--- src/rtl/ps2_pkg.sv ---
// Shared PS/2 definitions: receiver FSM states, scan-code constants and small helpers.
// Also used by the downstream effect-parameter entry FSM.
package ps2_pkg;

    typedef enum logic [2:0] {
        S_IDLE   = 3'd0,
        S_DATA   = 3'd1,
        S_PARITY = 3'd2,
        S_STOP   = 3'd3,
        S_DONE   = 3'd4
    } ps2_state_e;

    localparam int unsigned SCAN_W = 8;

    localparam logic [7:0] SC_BREAK = 8'hF0;
    localparam logic [7:0] SC_EXT   = 8'hE0;
    localparam logic [7:0] SC_ENTER = 8'h5A;

    localparam logic [7:0] SC_DIGIT_0 = 8'h45;
    localparam logic [7:0] SC_DIGIT_1 = 8'h16;
    localparam logic [7:0] SC_DIGIT_2 = 8'h1E;
    localparam logic [7:0] SC_DIGIT_3 = 8'h26;
    localparam logic [7:0] SC_DIGIT_4 = 8'h25;
    localparam logic [7:0] SC_DIGIT_5 = 8'h2E;
    localparam logic [7:0] SC_DIGIT_6 = 8'h36;
    localparam logic [7:0] SC_DIGIT_7 = 8'h3D;
    localparam logic [7:0] SC_DIGIT_8 = 8'h3E;
    localparam logic [7:0] SC_DIGIT_9 = 8'h46;

    // Odd parity: data bits plus parity bit must contain an odd number of ones.
    function automatic logic frame_parity_ok(input logic [7:0] data, input logic parity);
        return ^{data, parity};
    endfunction

    function automatic logic [7:0] digit_code(input logic [3:0] digit);
        logic [7:0] code;
        case (digit)
            4'd0:    code = SC_DIGIT_0;
            4'd1:    code = SC_DIGIT_1;
            4'd2:    code = SC_DIGIT_2;
            4'd3:    code = SC_DIGIT_3;
            4'd4:    code = SC_DIGIT_4;
            4'd5:    code = SC_DIGIT_5;
            4'd6:    code = SC_DIGIT_6;
            4'd7:    code = SC_DIGIT_7;
            4'd8:    code = SC_DIGIT_8;
            4'd9:    code = SC_DIGIT_9;
            default: code = 8'h00;
        endcase
        return code;
    endfunction

endpackage

--- src/rtl/ps2_key_receiver_if.sv ---
// PS/2 keyboard pins plus the decoded key outputs.
// master = receiver side, slave = keyboard/consumer side.
interface ps2_key_receiver_if;
    logic       PS2_CLK;
    logic       PS2_DAT;
    logic [7:0] ps2_key_data;
    logic       ps2_key_pressed;
    logic       ps2_frame_error;

    modport master (
        input  PS2_CLK, PS2_DAT,
        output ps2_key_data, ps2_key_pressed, ps2_frame_error
    );

    modport slave (
        output PS2_CLK, PS2_DAT,
        input  ps2_key_data, ps2_key_pressed, ps2_frame_error
    );
endinterface

--- src/rtl/ps2_line_filter.sv ---
// 2-flop synchronisers for PS2_CLK/PS2_DAT, debounce on the clock line and a
// registered falling-edge strobe. The data line is only synchronised.
module ps2_line_filter #(
    parameter int unsigned FILTER_CYCLES = 8
) (
    input  logic Clock,
    input  logic Reset,
    input  logic clk_raw_i,
    input  logic dat_raw_i,
    output logic fall_o,
    output logic dat_o
);
    localparam int unsigned CNT_W = (FILTER_CYCLES < 2) ? 1 : $clog2(FILTER_CYCLES + 1);

    logic [1:0]       clk_sync_q, dat_sync_q;
    logic             level_q, level_d;
    logic [CNT_W-1:0] cnt_q, cnt_d;
    logic             fall_q, fall_d;
    logic             settle_c;

    // The FILTER_CYCLES-th consecutive sample that differs from the filtered level.
    assign settle_c = (clk_sync_q[1] != level_q) && (cnt_q == CNT_W'(FILTER_CYCLES - 1));

    always_comb begin
        level_d = level_q;
        cnt_d   = '0;
        fall_d  = settle_c && level_q;
        if (settle_c) begin
            level_d = clk_sync_q[1];
        end else if (clk_sync_q[1] != level_q) begin
            cnt_d = cnt_q + CNT_W'(1);
        end
    end

    always_ff @(posedge Clock) begin
        if (Reset) begin
            clk_sync_q <= 2'b11;
            dat_sync_q <= 2'b11;
            level_q    <= 1'b1;
            cnt_q      <= '0;
            fall_q     <= 1'b0;
        end else begin
            clk_sync_q <= {clk_sync_q[0], clk_raw_i};
            dat_sync_q <= {dat_sync_q[0], dat_raw_i};
            level_q    <= level_d;
            cnt_q      <= cnt_d;
            fall_q     <= fall_d;
        end
    end

    assign fall_o = fall_q;
    assign dat_o  = dat_sync_q[1];
endmodule

--- src/rtl/ps2_key_receiver.sv ---
// PS/2 frame receiver: start/8 data/odd parity/stop with watchdog abort.
// Define PS2_BREAK_FILTER_EN to suppress break (F0 xx) and E0 prefix bytes.
module ps2_key_receiver
    import ps2_pkg::*;
#(
    parameter int unsigned FILTER_CYCLES  = 8,
    parameter int unsigned TIMEOUT_CYCLES = 50000
) (
    input  logic               Clock,
    input  logic               Reset,
    ps2_key_receiver_if.master ps2_io
);
    localparam int unsigned WD_W = $clog2(TIMEOUT_CYCLES + 1);

    ps2_state_e       state_q, state_d;
    logic [7:0]       shift_q, shift_d;
    logic [2:0]       count_q, count_d;
    logic             parity_q, parity_d;
    logic [WD_W-1:0]  wdog_q, wdog_d;
    logic [7:0]       data_q, data_d;
    logic             pressed_q, pressed_d;
    logic             error_q, error_d;
    logic             fall, dat;
    logic             timeout_c, stop_ok_c;

    ps2_line_filter #(.FILTER_CYCLES(FILTER_CYCLES)) u_line_filter (
        .Clock     (Clock),
        .Reset     (Reset),
        .clk_raw_i (ps2_io.PS2_CLK),
        .dat_raw_i (ps2_io.PS2_DAT),
        .fall_o    (fall),
        .dat_o     (dat)
    );

    assign timeout_c = (state_q != S_IDLE) && (wdog_q == WD_W'(TIMEOUT_CYCLES));
    assign stop_ok_c = dat && frame_parity_ok(shift_q, parity_q);

    // State register
    always_ff @(posedge Clock) begin
        if (Reset) state_q <= S_IDLE;
        else       state_q <= state_d;
    end

    // Next-state logic; a timeout overrides any coincident edge
    always_comb begin
        state_d = state_q;
        if (timeout_c) begin
            state_d = S_IDLE;
        end else begin
            case (state_q)
                S_IDLE:   if (fall && !dat) state_d = S_DATA;
                S_DATA:   if (fall && count_q == 3'd7) state_d = S_PARITY;
                S_PARITY: if (fall) state_d = S_STOP;
                S_STOP:   if (fall) state_d = stop_ok_c ? S_DONE : S_IDLE;
                S_DONE:   state_d = S_IDLE;
                default:  state_d = S_IDLE;
            endcase
        end
    end

`ifdef PS2_BREAK_FILTER_EN
    logic brk_q, brk_d;

    // Break flag: set by F0, consumed by the following valid byte, cleared by errors
    always_comb begin
        brk_d = brk_q;
        if (error_d)                 brk_d = 1'b0;
        else if (state_q == S_DONE)  brk_d = brk_q ? 1'b0 : (shift_q == SC_BREAK);
    end

    always_ff @(posedge Clock) begin
        if (Reset) brk_q <= 1'b0;
        else       brk_q <= brk_d;
    end
`endif

    // Datapath and output next values
    always_comb begin
        shift_d   = shift_q;
        count_d   = count_q;
        parity_d  = parity_q;
        wdog_d    = (state_q == S_IDLE || fall) ? '0 : wdog_q + WD_W'(1);
        data_d    = data_q;
        pressed_d = 1'b0;
        error_d   = 1'b0;
        if (timeout_c) begin
            error_d = 1'b1;
            shift_d = '0;
            count_d = '0;
            wdog_d  = '0;
        end else begin
            case (state_q)
                S_IDLE: begin
                    if (fall && dat) begin
                        error_d = 1'b1;
                    end else if (fall) begin
                        shift_d = '0;
                        count_d = '0;
                    end
                end
                S_DATA: begin
                    if (fall) begin
                        shift_d[count_q] = dat;
                        count_d          = count_q + 3'd1;
                    end
                end
                S_PARITY: if (fall) parity_d = dat;
                S_STOP:   if (fall && !stop_ok_c) error_d = 1'b1;
                S_DONE: begin
`ifdef PS2_BREAK_FILTER_EN
                    if (!brk_q && shift_q != SC_BREAK && shift_q != SC_EXT) begin
                        data_d    = shift_q;
                        pressed_d = 1'b1;
                    end
`else
                    data_d    = shift_q;
                    pressed_d = 1'b1;
`endif
                end
                default: ;
            endcase
        end
    end

    always_ff @(posedge Clock) begin
        if (Reset) begin
            shift_q   <= '0;
            count_q   <= '0;
            parity_q  <= 1'b0;
            wdog_q    <= '0;
            data_q    <= 8'h00;
            pressed_q <= 1'b0;
            error_q   <= 1'b0;
        end else begin
            shift_q   <= shift_d;
            count_q   <= count_d;
            parity_q  <= parity_d;
            wdog_q    <= wdog_d;
            data_q    <= data_d;
            pressed_q <= pressed_d;
            error_q   <= error_d;
        end
    end

    assign ps2_io.ps2_key_data    = data_q;
    assign ps2_io.ps2_key_pressed = pressed_q;
    assign ps2_io.ps2_frame_error = error_q;
endmodule

--- src/flat_wrapper.sv ---
// flat-port wrapper written by rule: the top's interface ports become plain ports
module ps2_key_receiver_flat import ps2_pkg::*;
#(
    parameter int unsigned FILTER_CYCLES  = 8,
    parameter int unsigned TIMEOUT_CYCLES = 50000
)
  (Clock, Reset, ps2_io_PS2_CLK, ps2_io_PS2_DAT, ps2_io_ps2_key_data, ps2_io_ps2_key_pressed, ps2_io_ps2_frame_error);
  ps2_key_receiver_if ps2_io_i ();
  input  logic Clock;
  input  logic Reset;
  input wire logic [$bits(ps2_io_i.PS2_CLK)-1:0] ps2_io_PS2_CLK;
  input wire logic [$bits(ps2_io_i.PS2_DAT)-1:0] ps2_io_PS2_DAT;
  output wire logic [$bits(ps2_io_i.ps2_key_data)-1:0] ps2_io_ps2_key_data;
  output wire logic [$bits(ps2_io_i.ps2_key_pressed)-1:0] ps2_io_ps2_key_pressed;
  output wire logic [$bits(ps2_io_i.ps2_frame_error)-1:0] ps2_io_ps2_frame_error;
  assign ps2_io_i.PS2_CLK = ps2_io_PS2_CLK;
  assign ps2_io_i.PS2_DAT = ps2_io_PS2_DAT;
  assign ps2_io_ps2_key_data = ps2_io_i.ps2_key_data;
  assign ps2_io_ps2_key_pressed = ps2_io_i.ps2_key_pressed;
  assign ps2_io_ps2_frame_error = ps2_io_i.ps2_frame_error;
  ps2_key_receiver #(.FILTER_CYCLES(FILTER_CYCLES), .TIMEOUT_CYCLES(TIMEOUT_CYCLES)) u_core (.Clock(Clock), .Reset(Reset), .ps2_io(ps2_io_i));
endmodule
--- config.mk ---
export PLATFORM = sky130hd
export DESIGN_NAME = ps2_key_receiver_flat
export DESIGN_NICKNAME = d
export VERILOG_FILES = /design/src/rtl/ps2_pkg.sv /design/src/rtl/ps2_key_receiver_if.sv /design/src/rtl/ps2_line_filter.sv /design/src/rtl/ps2_key_receiver.sv /design/src/flat_wrapper.sv
export SDC_FILE = /design/constraint.sdc
export NUM_CORES = 1
export LEC_CHECK = 0
export ABC_AREA = 1
export CORE_MARGIN = 1
export CORE_UTILIZATION = 46
export CTS_CLUSTER_SIZE = 16
export DETAILED_ROUTE_END_ITERATION = 6
export PLACE_DENSITY = 0.66
export SYNTH_ARGS = -nofsm -noshare
export SYNTH_HDL_FRONTEND = slang
export SYNTH_SLANG_ARGS = --single-unit
--- constraint.sdc ---
create_clock -name Clock -period 1.7 [get_ports Clock]
set_input_delay 0.34 -clock Clock [delete_from_list [all_inputs] [get_ports Clock]]
set_output_delay 0.34 -clock Clock [all_outputs]
set_load 0.01 [all_outputs]
; Word-level counts from Yosys, hierarchy flattened
; Cells that the tools add are included.
[totals]
inputBits = 4
reg_bits = 51
output_inout_bits = 10
[op_classes]
n_eq_ne = 15
magnitude_cmp = 2
bitwise = 2
n_addsub = 3
mux = 22
n_reduce_logical = 23
[op_table]
columns = operator, count
row1 = 3-bit two-way mux, 8
row2 = 8-bit two-way mux, 3
row3 = 16-bit by 1-bit adder with 16-bit output (second input constant), 1
row4 = 16-bit equality test (second input constant), 1
row5 = 8-bit case mux with 2 select lines, 1
row6 = 3-bit case mux with 4 select lines, 1
row7 = 2-bit inequality test (second input constant), 5
row8 = 1-bit logical AND, 9
row9 = 9-bit parity, 1
row10 = 8-bit bitwise mux, 1
row11 = 4-bit AND reduction, 2
row12 = 3-bit by 2-bit equality test with 1-bit output (second input constant), 2
row13 = 3-bit equality test (second input constant), 2
row14 = 3-bit case mux with 2 select lines, 1
row15 = 3-bit OR reduction, 2
row16 = 1-bit two-way mux, 5
row17 = 4-bit by 1-bit adder with 4-bit output (second input constant), 1
row18 = 4-bit by 3-bit equality test with 1-bit output (second input constant), 1
row19 = 3-bit by 4-bit less-than comparator with 1-bit output (second input constant), 1
row20 = 2-bit by 1-bit inequality test with 1-bit output (second input constant), 2
row21 = 3-bit by 1-bit adder with 3-bit output (second input constant), 1
row22 = 1-bit demux with 3-bit select, 1
row23 = 3-bit by 1-bit equality test with 1-bit output (second input constant), 1
row24 = 3-bit by 1-bit >= comparator with 1-bit output (second input constant), 1
row25 = other kinds (11), 13

; Logic depth before layout (Yosys ltp)
[depth]
word_depth = 7
depth_mapped = 11
ltp_nobuf = 11

; By module
; From an unflattened synthesis, not the netlist that was laid out.
[unflattened]
hier_cells = 324
area_unflattened_um2 = 2402.3
[modules_own_cells]
columns = module, area_per_inst_um2, instances, seq_area_each_um2, cells_per_inst
row1 = ps2_key_receiver, 2054.5, 1, 820.8, 286
row2 = ps2_line_filter, 347.8, 1, 200.2, 38

; Least setup slack after synthesis
; OpenSTA, ideal clock, no wires.
[synth_path]
path_type = reg2reg
startpoint = reg u_core.wdog_q[0]
endpoint = reg u_core.wdog_q[10]
path_stages_with_launch = 8
path_slack_ps = 262
n_path_buf = 0
t_arrival_ps = 1323
cell_sequence = dfxtp_1 -> ha_1 -> nand3_1 -> nor2_2 -> nand3_1 -> nor2_1 -> xor2_1 -> nor2_1
[synth_between]
elab_chain_len = 3
[synth_rtl]
columns = element, line_no
row1 = "start, declared", ps2_key_receiver.sv:19  ; logic [WD_W-1:0] wdog_q, wdog_d;
row2 = "start signal, assigned", ps2_key_receiver.sv:138  ; wdog_q <= wdog_d;
row3 = branches (longest 3 deep; another with 16-bit by 1-bit adder with 16-bit output), -
; Several ways; the timed one is not identified.
; A chain may end at the register's enable or synchronous reset.

; Worst setup path in the final report
[layout_path]
startpoint = reg u_core.state_q[0]
endpoint = reg u_core.shift_q[0]
[layout_between]
elab_chain_len = 3
[layout_rtl]
columns = element, line_no
row1 = "start, declared", ps2_key_receiver.sv:15  ; ps2_state_e state_q, state_d;
row2 = "start signal, assigned", ps2_key_receiver.sv:41  ; else state_q <= state_d;
row3 = "3-bit by 1-bit equality test with 1-bit output, or another cell as far along", ps2_key_receiver.sv:92  ; case (state_q)
row4 = "2-bit inequality test (no source line), or another cell as far along", -
row5 = 4-bit AND reduction (no source line) or 2-bit OR reduction (tied branches), -
row6 = "end signal, assigned", ps2_key_receiver.sv:135  ; shift_q <= shift_d;
row7 = "end, declared", ps2_key_receiver.sv:16  ; logic [7:0] shift_q, shift_d;
; Several ways; a longest one is shown, not always the timed one.

==> results.md <==
* Status: completed
* Die area at 5350 um^2
* Final non-filler cell total at 408
* Cell count after synthesis at 319
* Largest family of logic cells by synthesized area: simple AND/OR/NAND/NOR gates
* Share of synthesized cell area in full adder, half adder and majority cells at under 10%
* Core footprint at 4790 um^2
* Required time of the critical path at around 1.9 ns
* Final cycle utilization of the critical path at 90.6%
* Last element of the critical path: u_core.shift_q[0]$_SDFFE_PP0P_
* Critical path launch point: u_core.state_q[0]$_SDFFE_PP0P_
* Overall die height at approximately 73 um
* Hold Crit Class: flip-flop to flip-flop
* Fraction of synthesized area in multiplexers at 0%
* TNS Setup at 0 ns
* Maximum buffer depth of the clock tree at 2
* Average instance area after synthesis at 7.30 um^2
* Most common flop cell mapped by yosys: sky130_fd_sc_hd__dfxtp_1
* Synthesized area at 2330 um^2
* Unrepaired setup endpoints after global routing: no
* Wire length per cell at 10.4 um
* Beginning of the worst register-to-register path: u_core.state_q[0]$_SDFFE_PP0P_
* Part of the Yosys area used for sequential elements at 43.8%
* Inserted Clock Buffers at 5
* Initial detailed-routing violation count at 126
* Power per cell area at 743 nW/um^2
* Endpoints failing setup at 0
* CTS H-tree lvls at 2
* Final Slew Violations at 0
* Via count of the first global-routing pass at 1768
* HPWL reported at the end of detailed placement at 3.15 mm
* GR Util All Layers at 17.9%
* Clock insertion delay at the later pin of the skew report at 0.30 ns
* Post-DRT Antenna Nets at 0
* Leakage power summed over all cells at ~1.0 nW
* Compound-gate portion of the synthesized area at 7.95%
* Worst reg2reg path endpoint: u_core.shift_q[0]$_SDFFE_PP0P_
* Most used standard cells in the synthesized netlist: sky130_fd_sc_hd__nand2_1, sky130_fd_sc_hd__nor2_1, sky130_fd_sc_hd__dfxtp_1
* First-pass GRT wire length at 7.39 mm
* Final min period at 1.54 ns
* Number of placed I/O pins at 14
* Sort of element at the start of the critical path: flip-flop
* Critical path class: flip-flop to flip-flop
* Count of flip-flops with a built-in enable after synthesis at 0
* Maximum clock frequency at 0.649 GHz
* DRC at 0
* Critical Path Fanout Max at 11
* Via-per-instance ratio at 4.84
* Depth of the most critical reg-to-reg path at 9
* Synthesized-area fraction occupied by xor and xnor cells at 5.64%
* Clock tree skew after final layout at between 0.01 and 0.015 ns
* Signed area change from the synthesized netlist to the final layout at 14.3%
* Clock Pin Slew Worst Setup and Hold Paths at 0.09 ns
* Highest ir drop seen on vdd at around 0.46 mV
* Slew of the pin with the lowest slew margin at 0.334 ns
* Max_cap viols at 0
* Total via count in the routed design at around 2000
* Number of sinks driven by the clock tree at 51
* Most common cell in the synthesized netlist: sky130_fd_sc_hd__nand2_1
* Maximum number of pins on one net before global-route repair at 17
* Top cell type's share of synthesized area at 43.8%
* Cts hold-fix bufs at 0
* Largest cells by area after synthesis: sky130_fd_sc_hd__dfxtp_1, sky130_fd_sc_hd__nand2_1, sky130_fd_sc_hd__nor2_1
* GRT Residual Overflow at 0
* Nets in the synthesized netlist at between 300 and 400
* Clock tree from TritonCTS: done
* Fraction of final layout cells sized beyond drive strength 1 at about 10%
* Simple-Gate Fraction of Synth Area at approximately 33%
* Number of core rows at 25
* DR pass1 iterations at 5
* Number of cells in the design after placement at 399
* Worst EP arrival at 1.73 ns
* Yosys cell types at 29
* Flip-flop and latch count after synthesis at 51
* Dominant cell type by area after synthesis: sky130_fd_sc_hd__dfxtp_1
* Worst reg2reg setup slack at 0.16 ns
* Number of warnings reported in the yosys synthesis log at 0
* Number of antenna violations at the first check in global routing at 0
* Crit end category: flip-flop
* Overall die width at 73.2 um
* Worst slew margin at 77.7%
* Share of flip-flops with an asynchronous set or reset after synthesis at 0%
* Number of input and output port buffers inserted at 13
* Hold Vio Cnt, Final at 0
* Effective utilization at floorplan at 48.7%
* Final wirelength at about 4.3 mm
* Gp weighted congestion at 0.897
* Nets at about 350
* Root buffer cell: sky130_fd_sc_hd__clkbuf_8
* Number of diodes added for antenna fixing at 0
[cell usage in the layout (no fill, tap or decap), types with 2 or more instances in the layout]
| cell type | instances |
|---|---|
| sky130_fd_sc_hd__nor2_2 | 4 |
| sky130_fd_sc_hd__ha_1 | 5 |
| sky130_fd_sc_hd__or2_2 | 6 |
| sky130_fd_sc_hd__dfxtp_1 | 51 |
| sky130_fd_sc_hd__xnor2_1 | 5 |
| sky130_fd_sc_hd__xor2_1 | 10 |
| sky130_fd_sc_hd__nand2_1 | 62 |
| sky130_fd_sc_hd__inv_1 | 31 |
| sky130_fd_sc_hd__nand4_1 | 4 |
| sky130_fd_sc_hd__nor3_1 | 11 |
| sky130_fd_sc_hd__clkbuf_8 | 7 |
| sky130_fd_sc_hd__a22oi_1 | 2 |
| sky130_fd_sc_hd__nor2_1 | 61 |
| sky130_fd_sc_hd__nand4_2 | 2 |
| sky130_fd_sc_hd__o21ai_0 | 17 |
| sky130_fd_sc_hd__clkdlybuf4s50_1 | 13 |
| sky130_fd_sc_hd__a21oi_1 | 17 |
| sky130_fd_sc_hd__nand3_1 | 13 |
| sky130_fd_sc_hd__buf_4 | 6 |
| sky130_fd_sc_hd__inv_2 | 4 |
[routing by layer]
metal | vias up | global-route usage, % | routed length (um)
met3 | 5 | 4.14 | 164
met5 | - | 0 | 0
li1 | 1053 | - | -
met4 | 0 | 5.88 | 57
met2 | 32 | 31.1 | 2020
met1 | 883 | 21.6 | 2020
[layout make-up]
type / instances / area [um^2]
tap: 67 / 83.8
inverter: 35 / 131
timing repair buffer: 19 / 175
multi-input combinational: 228 / 1150
clock buffer: 8 / 100
sequential: 51 / 1020
fill: 479 / 2120
[registers in the layout, indices dropped and copies added (netlist names)]
signal	count
u_core.parity_q	1
u_core.wdog_q	16
u_core.state_q	3
u_core.u_line_filter.dat_sync_q	2
u_core.u_line_filter.fall_o	1
u_core.count_q	3
u_core.ps2_io.ps2_frame_error	1
u_core.ps2_io.ps2_key_pressed	1
u_core.u_line_filter.level_q	1
u_core.ps2_io.ps2_key_data	8
u_core.u_line_filter.clk_sync_q	2
u_core.u_line_filter.cnt_q	4
u_core.shift_q	8
[critical path: stages, from the launching register on]
cell	delay, ns
sky130_fd_sc_hd__dfxtp_1	0.43
sky130_fd_sc_hd__inv_2	0.06
sky130_fd_sc_hd__nand2_1	0.06
sky130_fd_sc_hd__inv_1	0.06
sky130_fd_sc_hd__nand3_1	0.08
sky130_fd_sc_hd__nand2_1	0.10
sky130_fd_sc_hd__inv_2	0.09
sky130_fd_sc_hd__nand2_1	0.21
sky130_fd_sc_hd__o21ai_0	0.26
sky130_fd_sc_hd__a21oi_1	0.09
[repair_timing]
action / 4_1_cts / 5_1_grt
hold endpoints to repair: 0 / 0
setup endpoints to repair: 0 / 8
resized for setup: 0 / 1
setup buffers: 0 / 1
[cells by family (layout without fill, tap and decap cells)]
kind of cell | count (synthesis) | count (layout)
AO/OA/AOI/OAI | 36 | 36
adder cells (fa/ha/maj) | 5 | 5
buffers and inverters | 40 | 62
XOR/XNOR | 15 | 15
AND/OR/NAND/NOR | 172 | 172
flip-flops | 51 | 51
[metrics by stage]
stage | power [mW] | hold WS (ns) | setup WS (ns) | util [%] | cell area (um^2)
6_report | 1.98 | 0.413 | 0.160 | 55.6 | 2660
3_5_place_dp | 1.27 | 0.394 | 0.141 | 53.3 | 2550
3_3_place_gp | 1.26 | 0.391 | 0.118 | 53.3 | 2550
4_1_cts | 2.02 | 0.415 | 0.135 | 55.4 | 2650
5_1_grt | 2.06 | 0.436 | 0.0191 | 55.6 | 2660
2_1_floorplan | 1.25 | 0.389 | 0.262 | - | 2330
[power by group]
group / internal [mW] / switching [mW] / total, mW
Clock: 0.372 / 0.370 / 0.742
Sequential: 1.20 / 0.00277 / 1.20
Combinational: 0.0161 / 0.0186 / 0.0347
Total: 1.59 / 0.391 / 1.98
[worst min path at each step]
stage	from	end	cells after the start
floorplan	u_core.u_line_filter.clk_sync_q[0]$_SDFF_PP1_	u_core.u_line_filter.clk_sync_q[1]$_SDFF_PP1_	1
global placement	u_core.u_line_filter.dat_sync_q[0]$_SDFF_PP1_	u_core.u_line_filter.dat_sync_q[1]$_SDFF_PP1_	1
detailed placement	u_core.u_line_filter.dat_sync_q[0]$_SDFF_PP1_	u_core.u_line_filter.dat_sync_q[1]$_SDFF_PP1_	1
CTS	u_core.u_line_filter.dat_sync_q[0]$_SDFF_PP1_	u_core.u_line_filter.dat_sync_q[1]$_SDFF_PP1_	1
global route	u_core.u_line_filter.dat_sync_q[0]$_SDFF_PP1_	u_core.u_line_filter.dat_sync_q[1]$_SDFF_PP1_	1
finish	u_core.u_line_filter.dat_sync_q[0]$_SDFF_PP1_	u_core.u_line_filter.dat_sync_q[1]$_SDFF_PP1_	1
Note: power is estimated with default switching activity, not from simulation.
